[config.mk]
export PLATFORM = sky130hd
export DESIGN_NAME = mem_bus_arbiter_flat
export DESIGN_NICKNAME = d
export VERILOG_FILES = /design/src/rtl/mem_bus_arbiter_pkg.sv /design/src/rtl/mem_bus_arbiter_if.sv /design/src/rtl/rr_pick2.sv /design/src/rtl/mem_bus_arbiter.sv /design/src/flat_wrapper.sv
export SDC_FILE = /design/constraint.sdc
export NUM_CORES = 1
export LEC_CHECK = 0
export ABC_AREA = 1
export ABC_CLOCK_PERIOD_IN_PS = 3330
export BUFFER_PORTS_ARGS = -buffer_cell sky130_fd_sc_hd__buf_2
export CORE_AREA = 4 4 50 69
export DETAILED_ROUTE_END_ITERATION = 7
export DIE_AREA = 0 0 54 73
export PLACE_DENSITY = 0.83
export SYNTH_ARGS = -nofsm -noshare
export SYNTH_HDL_FRONTEND = slang
export SYNTH_SLANG_ARGS = --single-unit
export TNS_END_PERCENT = 5
[constraint.sdc]
create_clock -name clk -period 3.33 [get_ports clk]
set_input_delay 0.333 -clock clk [delete_from_list [all_inputs] [get_ports clk]]
set_output_delay 0.333 -clock clk [all_outputs]
set_load 0.02 [all_outputs]
[src/rtl/mem_bus_arbiter_pkg.sv]
// ---------------------------------------------------------------------------
// mem_bus_arbiter_pkg
// Shared types and defaults for the two-master memory/IO bus arbiter.
//   owner_e   : bus owner / pending-read encoding (NONE, M0, M1)
//   owner_of  : maps a "master 1 granted" flag onto the owner encoding
// ---------------------------------------------------------------------------
package mem_bus_arbiter_pkg;

    localparam int DEF_ADDR_W = 16;
    localparam int DEF_DATA_W = 8;

    typedef enum logic [1:0] {
        OWN_NONE = 2'd0,
        OWN_M0   = 2'd1,
        OWN_M1   = 2'd2
    } owner_e;

    function automatic owner_e owner_of(input logic is_m1);
        return is_m1 ? OWN_M1 : OWN_M0;
    endfunction

endpackage

[src/rtl/mem_bus_arbiter_if.sv]
// ---------------------------------------------------------------------------
// mem_bus_arbiter_if
// One requester port of the arbiter.
//   master modport : the requesting agent (CPU or DMA/video fetch)
//   slave modport  : the arbiter side
//   req/addr/wdata/we/lock : request, held stable until ack is seen high
//   ack                    : access issued on this clock edge
//   rdata/rvalid           : read return, one cycle after the acked read
// ---------------------------------------------------------------------------
interface mem_bus_arbiter_if
    import mem_bus_arbiter_pkg::*;
#(
    parameter int ADDR_W = DEF_ADDR_W,
    parameter int DATA_W = DEF_DATA_W
);
    logic              req;
    logic [ADDR_W-1:0] addr;
    logic [DATA_W-1:0] wdata;
    logic              we;
    logic              lock;
    logic              ack;
    logic [DATA_W-1:0] rdata;
    logic              rvalid;

    modport master (output req, addr, wdata, we, lock,
                    input  ack, rdata, rvalid);

    modport slave  (input  req, addr, wdata, we, lock,
                    output ack, rdata, rvalid);
endinterface

[src/rtl/rr_pick2.sv]
// ---------------------------------------------------------------------------
// rr_pick2
// Combinational two-way round-robin picker.
//   req0, req1 : requests
//   last       : 1 = master 1 was granted most recently, 0 = master 0
//   gnt0, gnt1 : one-hot (or zero) grant; a tie goes to the master that
//                was not granted last
// ---------------------------------------------------------------------------
module rr_pick2 (
    input  logic req0,
    input  logic req1,
    input  logic last,
    output logic gnt0,
    output logic gnt1
);
    assign gnt0 = req0 & (~req1 |  last);
    assign gnt1 = req1 & (~req0 | ~last);
endmodule

[src/rtl/mem_bus_arbiter.sv]
// ---------------------------------------------------------------------------
// mem_bus_arbiter
// Shares a single-ported synchronous memory/IO bus between master 0 (CPU)
// and master 1 (DMA/video fetch). One access per cycle, round-robin on
// contention, optional locked bursts of up to MAX_BURST accesses.
//   clk, rst         : clock, asynchronous active-high reset
//   m0, m1           : requester ports (slave modport)
//   bus_addr         : address to memory/IO
//   bus_data_in      : write data to memory/IO
//   bus_data_out     : read data from memory/IO, valid the cycle after addr
//   bus_write_enable : write strobe to memory/IO
// ---------------------------------------------------------------------------
module mem_bus_arbiter
    import mem_bus_arbiter_pkg::*;
#(
    parameter int ADDR_W    = DEF_ADDR_W,
    parameter int DATA_W    = DEF_DATA_W,
    parameter int MAX_BURST = 16
) (
    input  logic              clk,
    input  logic              rst,
    mem_bus_arbiter_if.slave  m0,
    mem_bus_arbiter_if.slave  m1,
    output logic [ADDR_W-1:0] bus_addr,
    output logic [DATA_W-1:0] bus_data_in,
    input  logic [DATA_W-1:0] bus_data_out,
    output logic              bus_write_enable
);

    localparam int              CNT_W    = $clog2(MAX_BURST + 1);
    // Count value at which the next owner access is the last of the burst.
    localparam logic [CNT_W-1:0] LAST_CNT = CNT_W'(MAX_BURST - 1);

    owner_e           owner_q, owner_d;
    owner_e           rd_pend_q, rd_pend_d;
    logic             last_q, last_d;       // 1 = master 1 was granted last
    logic [CNT_W-1:0] burst_cnt_q, burst_cnt_d;

    logic pick0, pick1;
    logic gnt0, gnt1, gnt_any, gnt_lock, gnt_we;
    logic owner_hold;

    rr_pick2 u_pick (
        .req0 (m0.req),
        .req1 (m1.req),
        .last (last_q),
        .gnt0 (pick0),
        .gnt1 (pick1)
    );

    // Grant selection. A burst owner that keeps requesting is served
    // exclusively; an owner that drops req releases the bus in the same
    // cycle and the picker decides as if nobody owned it.
    always_comb begin
        // NOTE: every signal gets a default first so no path leaves it
        // unassigned, which would otherwise infer a latch.
        gnt0       = 1'b0;
        gnt1       = 1'b0;
        owner_hold = (owner_q == OWN_M0 && m0.req) || (owner_q == OWN_M1 && m1.req);
        if (!rst) begin
            if (owner_hold) begin
                gnt0 = (owner_q == OWN_M0);
                gnt1 = (owner_q == OWN_M1);
            end else begin
                gnt0 = pick0;
                gnt1 = pick1;
            end
        end
    end

    always_comb begin
        owner_d     = owner_q;
        last_d      = last_q;
        burst_cnt_d = burst_cnt_q;
        rd_pend_d   = OWN_NONE;
        gnt_any     = gnt0 | gnt1;
        gnt_lock    = gnt1 ? m1.lock : m0.lock;
        gnt_we      = gnt1 ? m1.we   : m0.we;

        if (gnt_any) begin
            last_d = gnt1;
            if (!gnt_we) begin
                rd_pend_d = owner_of(gnt1);
            end
        end

        if (owner_hold) begin
            if (!gnt_lock || burst_cnt_q == LAST_CNT) begin
                owner_d     = OWN_NONE;
                burst_cnt_d = '0;
            end else begin
                burst_cnt_d = burst_cnt_q + CNT_W'(1);
            end
        end else if (gnt_any && gnt_lock) begin
            owner_d     = owner_of(gnt1);
            burst_cnt_d = CNT_W'(1);
        end else begin
            owner_d     = OWN_NONE;
            burst_cnt_d = '0;
        end
    end

    always_ff @(posedge clk or posedge rst) begin
        if (rst) begin
            owner_q     <= OWN_NONE;
            last_q      <= 1'b1;        // master 0 wins the first tie
            burst_cnt_q <= '0;
            rd_pend_q   <= OWN_NONE;
        end else begin
            // NOTE: non-blocking assignments so every flop samples the
            // pre-edge value of every other flop, independent of order.
            owner_q     <= owner_d;
            last_q      <= last_d;
            burst_cnt_q <= burst_cnt_d;
            rd_pend_q   <= rd_pend_d;
        end
    end

    // Bus mux: master 0 drives the idle bus; the write strobe is the only
    // bus signal that must be quiet without a grant.
    assign m0.ack           = gnt0;
    assign m1.ack           = gnt1;
    assign bus_addr         = gnt1 ? m1.addr  : m0.addr;
    assign bus_data_in      = gnt1 ? m1.wdata : m0.wdata;
    assign bus_write_enable = gnt_any & gnt_we;

    // Read return: the bus already delays data by one cycle, so only the
    // valid strobe needs steering.
    assign m0.rvalid = (rd_pend_q == OWN_M0);
    assign m1.rvalid = (rd_pend_q == OWN_M1);
    assign m0.rdata  = bus_data_out;
    assign m1.rdata  = bus_data_out;

endmodule

[src/flat_wrapper.sv]
// flat-port wrapper written by rule: the top's interface ports become plain ports
module mem_bus_arbiter_flat import mem_bus_arbiter_pkg::*;
#(
    parameter int ADDR_W    = DEF_ADDR_W,
    parameter int DATA_W    = DEF_DATA_W,
    parameter int MAX_BURST = 16
)
  (clk, rst, bus_addr, bus_data_in, bus_data_out, bus_write_enable, m0_req, m0_addr, m0_wdata, m0_we, m0_lock, m0_ack, m0_rdata, m0_rvalid, m1_req, m1_addr, m1_wdata, m1_we, m1_lock, m1_ack, m1_rdata, m1_rvalid);
  mem_bus_arbiter_if #(.ADDR_W(ADDR_W), .DATA_W(DATA_W)) m0_i ();
  mem_bus_arbiter_if #(.ADDR_W(ADDR_W), .DATA_W(DATA_W)) m1_i ();
  input  logic clk;
  input  logic rst;
  output logic [ADDR_W-1:0] bus_addr;
  output logic [DATA_W-1:0] bus_data_in;
  input  logic [DATA_W-1:0] bus_data_out;
  output logic bus_write_enable;
  input wire logic [$bits(m0_i.req)-1:0] m0_req;
  input wire logic [$bits(m0_i.addr)-1:0] m0_addr;
  input wire logic [$bits(m0_i.wdata)-1:0] m0_wdata;
  input wire logic [$bits(m0_i.we)-1:0] m0_we;
  input wire logic [$bits(m0_i.lock)-1:0] m0_lock;
  output wire logic [$bits(m0_i.ack)-1:0] m0_ack;
  output wire logic [$bits(m0_i.rdata)-1:0] m0_rdata;
  output wire logic [$bits(m0_i.rvalid)-1:0] m0_rvalid;
  input wire logic [$bits(m1_i.req)-1:0] m1_req;
  input wire logic [$bits(m1_i.addr)-1:0] m1_addr;
  input wire logic [$bits(m1_i.wdata)-1:0] m1_wdata;
  input wire logic [$bits(m1_i.we)-1:0] m1_we;
  input wire logic [$bits(m1_i.lock)-1:0] m1_lock;
  output wire logic [$bits(m1_i.ack)-1:0] m1_ack;
  output wire logic [$bits(m1_i.rdata)-1:0] m1_rdata;
  output wire logic [$bits(m1_i.rvalid)-1:0] m1_rvalid;
  assign m0_i.req = m0_req;
  assign m0_i.addr = m0_addr;
  assign m0_i.wdata = m0_wdata;
  assign m0_i.we = m0_we;
  assign m0_i.lock = m0_lock;
  assign m0_ack = m0_i.ack;
  assign m0_rdata = m0_i.rdata;
  assign m0_rvalid = m0_i.rvalid;
  assign m1_i.req = m1_req;
  assign m1_i.addr = m1_addr;
  assign m1_i.wdata = m1_wdata;
  assign m1_i.we = m1_we;
  assign m1_i.lock = m1_lock;
  assign m1_ack = m1_i.ack;
  assign m1_rdata = m1_i.rdata;
  assign m1_rvalid = m1_i.rvalid;
  mem_bus_arbiter #(.ADDR_W(ADDR_W), .DATA_W(DATA_W), .MAX_BURST(MAX_BURST)) u_core (.clk(clk), .rst(rst), .m0(m0_i), .m1(m1_i), .bus_addr(bus_addr), .bus_data_in(bus_data_in), .bus_data_out(bus_data_out), .bus_write_enable(bus_write_enable));
endmodule
==> results of run 1 <==
==> layer usage <==
| metal | vias to the layer above | wire, µm |
|---|---|---|
| met5 | - | 0 |
| met4 | 0 | 70 |
| met3 | 9 | 393 |
| met2 | 53 | 1320 |
| met1 | 457 | 1010 |
| li1 | 619 | - |
==> cell usage after synthesis <==
cell type / number
a21oi_1: 1
a21oi_2: 1
and3_1: 1
buf_2: 1
buf_4: 18
buf_6: 2
dfrtp_1: 9
dfstp_2: 1
ha_1: 2
inv_1: 13
inv_4: 1
nand2_1: 87
nand2_2: 3
nand2_4: 1
nand3_1: 5
nand3_2: 1
nand4_1: 3
nor2_1: 12
nor2_2: 2
o21ai_0: 1
xnor2_1: 1
xor2_1: 1
==> worst reg2reg max path, stage by stage, from the launching register on <==
cell     delay (ns)
dfrtp_1        0.39
ha_1           0.23
and3_1         0.19
ha_1           0.17
a21oi_1        0.29
nand2_1        0.11
a21oi_2        0.15
==> power by group through the flow <==
stage / Combinational (µW) / Sequential, µW / Clock [µW]
after global placement: 198 / 139 / 0
after floorplan: 158 / 137 / 0
after detailed placement: 200 / 139 / 0
after global routing: 223 / 138 / 138
after CTS: 201 / 137 / 135
final: 199 / 137 / 129
==> through the flow <==
step | utilization | setup slack (ns) | instances | instance area (µm²) | total power, µW
final | 0.475 | 1.23 | 271 | 1350 | 465
after global routing | 0.475 | 1.07 | 271 | 1350 | 500
after CTS | 0.475 | 1.21 | 271 | 1350 | 473
after detailed placement | 0.459 | 1.45 | 267 | 1310 | 339
after global placement | 0.459 | 1.51 | 267 | 1310 | 337
after floorplan | - | 1.73 | 167 | 1000 | 296
==> kinds of logic (layout without fill, tap and decap cells) <==
kind of cell	Yosys count	in the layout	synth area share
fa+ha+maj	2	2	0.0249
flops	10	10	0.250
xor+xnor	2	2	0.0174
compound gates	3	3	0.0187
buf+inv	35	102	0.217
simple gates	115	115	0.472
==> area by class of cell <==
type | instances | area share
inverters | 14 | 0.0407
multi-input cells | 122 | 0.396
flip-flops and latches | 10 | 0.186
repair buffers | 84 | 0.311
clock buffers | 4 | 0.0333
well taps | 37 | 0.0342
==> sequential cells by signal (all words and copies together), names as in the netlist <==
register,cells
u_core.burst_cnt_q,5
u_core.last_q,1
u_core.owner_q,2
u_core.rd_pend_q,2
==> how the worst min path moves through the flow <==
| stage | start | end | slack, ns | cells after the start |
|---|---|---|---|---|
| 6_report | rst | u_core.burst_cnt_q[1] | 0.1 | 2 |
| 5_1_grt | rst | u_core.burst_cnt_q[1] | 0.14 | 2 |
| 4_1_cts | rst | u_core.burst_cnt_q[1] | 0.1 | 2 |
| 3_5_place_dp | rst | u_core.rd_pend_q[1] | 0.36 | 2 |
| 3_3_place_gp | rst | u_core.burst_cnt_q[0] | 0.35 | 2 |
| 2_1_floorplan | rst | u_core.burst_cnt_q[0] | 0.17 | 1 |
==> run summary, run 1 <==
status: complete, no violations
Slew HR: 0.751
minimum clock period: 2.10 ns
Psw: 177 µW
Hold Buf Count CTS: 0
H-tree level count: 1
Syn-to-layout area delta: 34.7%
pwr/cell area: 344 nW/µm²
FF+latch count, synth: 10
average wire per standard cell: 10.3 µm
Worst Setup End Kind: primary output
R2R setup slack: 1.72 ns
Starting DRT DRC Count: 12
die width: 54 µm
Crit. path cell count: 8
Hold Slack: 0.0963 ns
Root Driver: clkbuf_8
Routed WL: 2.79 mm
M3 GR Usage: 0.0470
CP Launch Point: u_core.owner_q[0]
Die Span Y: 73 µm
startpoint types: flop
sequential area share after synthesis: 0.250
Max clock buf depth: 2
Crit Path Class: flop to primary output
Final TNS setup: 0 ns
register area: 251 µm²
critical path, cell by cell: nand2_1, nor2_2, nor2_2, nand2_4, inv_4, nand2_1, nand2_1, buf_2
max-slew violations: 0
routed via count: 1138
placer congestion estimate: 0.822
P_leak: 0.000885 µW
post-route ant nets: 0
GRT Overall Usage: 0.136
Synth cell types: 22
Post-Synthesis Cells: 167
slowest CP cell: dfrtp_1
Buf/Inv on CP: 2
Worst Hold Class: input pin to asynchronous set/reset pin
period utilization: 0.631
footprint of the multi-input gates: 536 µm²
post-synth top area share: 0.325
PostCTS Resize Cnt: 0
Crit Reg-Reg Endpoint: u_core.burst_cnt_q[0]
Most common cell on crit path: nand2_1
synth top area cells: nand2_1 33%, dfrtp_1 22%, buf_4 13%
CP delay by family, top: simple AND/OR/NAND/NOR gates
Avg Inst Size Synth: 6.02 µm²
PortBufs: 84
most frequent cells in the layout: 87 x nand2_1, 84 x buf_2, 13 x inv_1
VDD IR max: 0.206 mV
CTS tree: built
largest net degree at the start of global routing: 32
commonest non-fill, non-tap cell in the layout: nand2_1
Crit path required time: 3.00 ns
Avg Vias per Cell: 4.20
Synth Cell Area: 1000 µm²
Crit Reg-Reg Startpoint: u_core.burst_cnt_q[0]
layout cells sized above 1: 0.415
Post-CTS Setup Bufs: 0
final hold viol count: 0
clk_lat worst skew: 0.24 ns
antenna diode count: 0
Flop pwr share: 0.295
crit-path max FO: 31
fillers: 316
hpwl dp: 2.29 mm
Clock Sinks: 10
antenna violations before repair: 0
maxcap violations: 0
cell depth of the worst flop-to-flop path: 6
final net count: 301
gr busiest metal: met2
crit-path max cell delay: 0.42 ns
Fmax: 476 MHz
Setup-failing EPs final: 0
GR Util met1: 0.125
# DRC: 0
total global routing overflow: 0
switch share: 0.380
TritonCTS Buffers: 3
Warnings, synthesis: 0
CP endpoint: bus_addr[8]
Ports: 109
Crit path arrival time: 1.77 ns
die area: 3940 µm²
RSZ-0062 raised after global routing: no
clk_skew: 0.00360 ns
initial core utilization: 0.353
cell accounting for the most synthesized area: nand2_1
vias in the first global route: 1097
Worst-Margin Slew: 0.374 ns
syn nets: 233
P_int: 289 µW
GR Layer Usage met2: 0.248
Combinational Power Share: 0.428
std cell rows: 23
global-route wire length before repair: 4.08 mm
Clock Power Share: 0.277
core area: 2850 µm²
Initial DRT Pass Iterations: 4
clock-pin slew on the worst setup and hold paths: 0.05 ns
Power figures use the tool's default switching activity.
==> run 2, diff against run 1 <==
- ABC_CLOCK_PERIOD_IN_PS: 3330 -> 1990
- CORE_AREA: 4 4 50 69 -> 4 4 51 72
- DIE_AREA: 0 0 54 73 -> 0 0 55 76
- PLACE_DENSITY: 0.83 -> 0.78
- clock period: 3.33 -> 1.99 ns (I/O delays scaled with it)
==> run 2 against run 1 <==
Combinational power up 74%. Clock power up 100%. Wire length up 5.3%. Sequential power up 66%. Largest power group unchanged.
==> run summary, run 2 (same netlist as run 1, synthesis figures left out) <==
status: complete, no violations
die area: 4180 µm² (+6.0%)
fillers: 335 (+6.0%)
Final Non-Filler Cells: 275 (+1.5%)
Crit path arrival time: 1.61 ns (-0.16 ns)
Combinational Power Share: 0.415 (-0.013)
placer congestion estimate: 0.802 (-2.4%)
Avg Vias per Cell: 4.33 (+3.2%)
core area: 3030 µm² (+6.5%)
pwr/cell area: 595 nW/µm² (+73%)
TritonCTS Buffers: 3 (unchanged)
period utilization: 0.912
CTS tree: built
commonest non-fill, non-tap cell in the layout: nand2_1
Setup-failing EPs final: 0 (unchanged)
initial core utilization: 0.331 (-0.0214)
Slew HR: 0.741 (-0.00939)
Placed Area: 1320 µm² (+0.76%)
std cell rows: 24 (+4.3%)
Max clock buf depth: 2 (unchanged)
GR Layer Usage met2: 0.246 (-0.00153)
R2R setup slack: 0.38 ns (-1.34 ns)
RSZ-0062 raised after global routing: no
# DRC: 0 (unchanged)
Worst-Margin Slew: 0.388 ns (+0.0141 ns)
H-tree level count: 1 (unchanged)
startpoint types: flop
Routed WL: 2.94 mm (+5.3%)
PnR Total Power: 835 µW (+79%)
Starting DRT DRC Count: 10 (-2)
Initial DRT Pass Iterations: 4 (unchanged)
Clock Power Share: 0.311 (+0.034)
routed via count: 1192 (+4.7%)
final hold viol count: 0 (unchanged)
Crit Reg-Reg Startpoint: u_core.burst_cnt_q[0]
VDD IR max: 0.413 mV (+100%)
average wire per standard cell: 10.7 µm (+3.8%)
vias in the first global route: 1034 (-5.7%)
critical path, cell by cell: nand2_1, nand2_1, nand2_2, nand2_8, buf_4, nand2_1, nand2_1, buf_2
Syn-to-layout area delta: 39.6%
crit-path max FO: 22 (-29%)
Root Driver: clkbuf_8
final net count: 303 (+0.66%)
Most common cell on crit path: nand2_1
Final TNS setup: 0 ns (unchanged)
Worst Hold Class: input pin to flop
die width: 55 µm (+1.9%)
clk_skew: 0.00177 ns (-0.00183 ns)
clk_lat worst skew: 0.24 ns (about the same)
Post-CTS Setup Bufs: 0 (unchanged)
layout cells sized above 1: 0.419 (+0.00496)
PortBufs: 84 (unchanged)
global-route wire length before repair: 4.24 mm (+3.7%)
hpwl dp: 2.41 mm (+5.2%)
antenna diode count: 0 (unchanged)
switch share: 0.373 (-0.00696)
P_int: 524 µW (+81%)
clock-pin slew on the worst setup and hold paths: 0.05 ns (about the same)
CP Launch Point: u_core.last_q
flip-flop count of the largest register after layout: 5 (unchanged)
maxcap violations: 0 (unchanged)
Fmax: 551 MHz
slowest CP cell: dfstp_2
placed insts: 270 (+1.1%)
gr busiest metal: met2
Ports: 109 (unchanged)
Util after Layout: 0.462 (-0.0127)
Crit path required time: 1.79 ns (-1.21 ns)
GR Util met1: 0.120 (-0.00504)
total global routing overflow: 0 (unchanged)
Clock Sinks: 10 (unchanged)
GRT Overall Usage: 0.132 (-0.00462)
biggest regs: u_core.burst_cnt_q: 5 flops, u_core.owner_q: 2 flops, u_core.rd_pend_q: 2 flops
Die Span Y: 76 µm (+4.1%)
Psw: 311 µW (+76%)
Reg with most FFs: u_core.burst_cnt_q
design area: 1400 µm² (+3.6%)
M3 GR Usage: 0.0274 (-0.0196)
minimum clock period: 1.81 ns
crit-path max cell delay: 0.52 ns (+0.10 ns)
max-slew violations: 0 (unchanged)
Worst Setup End Kind: primary output
post-route ant nets: 0 (unchanged)
most frequent cells in the layout: 87 x nand2_1, 84 x buf_2, 13 x inv_1
largest net degree at the start of global routing: 27 (-16%)
Crit Path Class: flop to primary output
hold_sp: m1_we
antenna violations before repair: 0 (unchanged)
P_leak: 0.000898 µW (+1.5%)
Flop pwr share: 0.274 (-0.021)
[run 2: cell count changes in the layout (fill, tap and decap cells not counted), sizes merged]
cell         before  now
buf              84   85
dlygate4sd3       0    1
[run 2: cell type report]
cell class | count | area [µm²] | share of cell area
flip-flops and latches | 10 | 251 | 0.179
well taps | 39 | 48.8 | 0.0348
multi-input cells | 122 | 549 | 0.392
repair buffers | 86 | 438 | 0.312
clock buffers | 4 | 55.1 | 0.0393
inverters | 14 | 60.1 | 0.0428
[run 2: metal layers]
metal | up-vias | routed length, µm
met1 | 496 | 980
met5 | - | 0
met3 | 12 | 397
met4 | 0 | 98
met2 | 57 | 1470
li1 | 627 | -
[run 2: final timing paths]
kind,endpoint,depth (start not counted)
hold reg to reg,u_core.last_q,2
min in group asynchronous,u_core.burst_cnt_q[4],3
setup / recovery,bus_addr[7],8
setup reg to reg,u_core.burst_cnt_q[2],6
max in group asynchronous,u_core.last_q,3
hold / removal,u_core.rd_pend_q[1],2
[run 2: power by group through the flow]
stage	Combinational [µW]	Sequential, µW	Clock (µW)
final	346	228	260
after global routing	385	231	272
after CTS	344	229	268
after detailed placement	340	232	0
after global placement	337	231	0
after floorplan	265	230	0
[run 2: timing repair]
action	4_1_cts	5_1_grt
resized for setup	0	4
hold buffers	1	0
hold endpoints to repair	9	0
setup endpoints to repair	0	24
[run 2: stage by stage]
stage / hold WS, ns / worst slack (ns)
6_report: 0.131 / 0.176
5_1_grt: 0.140 / 0.0150
4_1_cts: 0.120 / 0.0385
3_5_place_dp: 0.238 / 0.318
3_3_place_gp: 0.228 / 0.371
2_1_floorplan: 0.0385 / 0.523
[run 2: critical path, delay by kind of cell, from the launching register on]
family                 cells  cell delay [ns]
buffers and inverters      2             0.35
DFF                        1             0.52
and+or+nand+nor            6             0.50
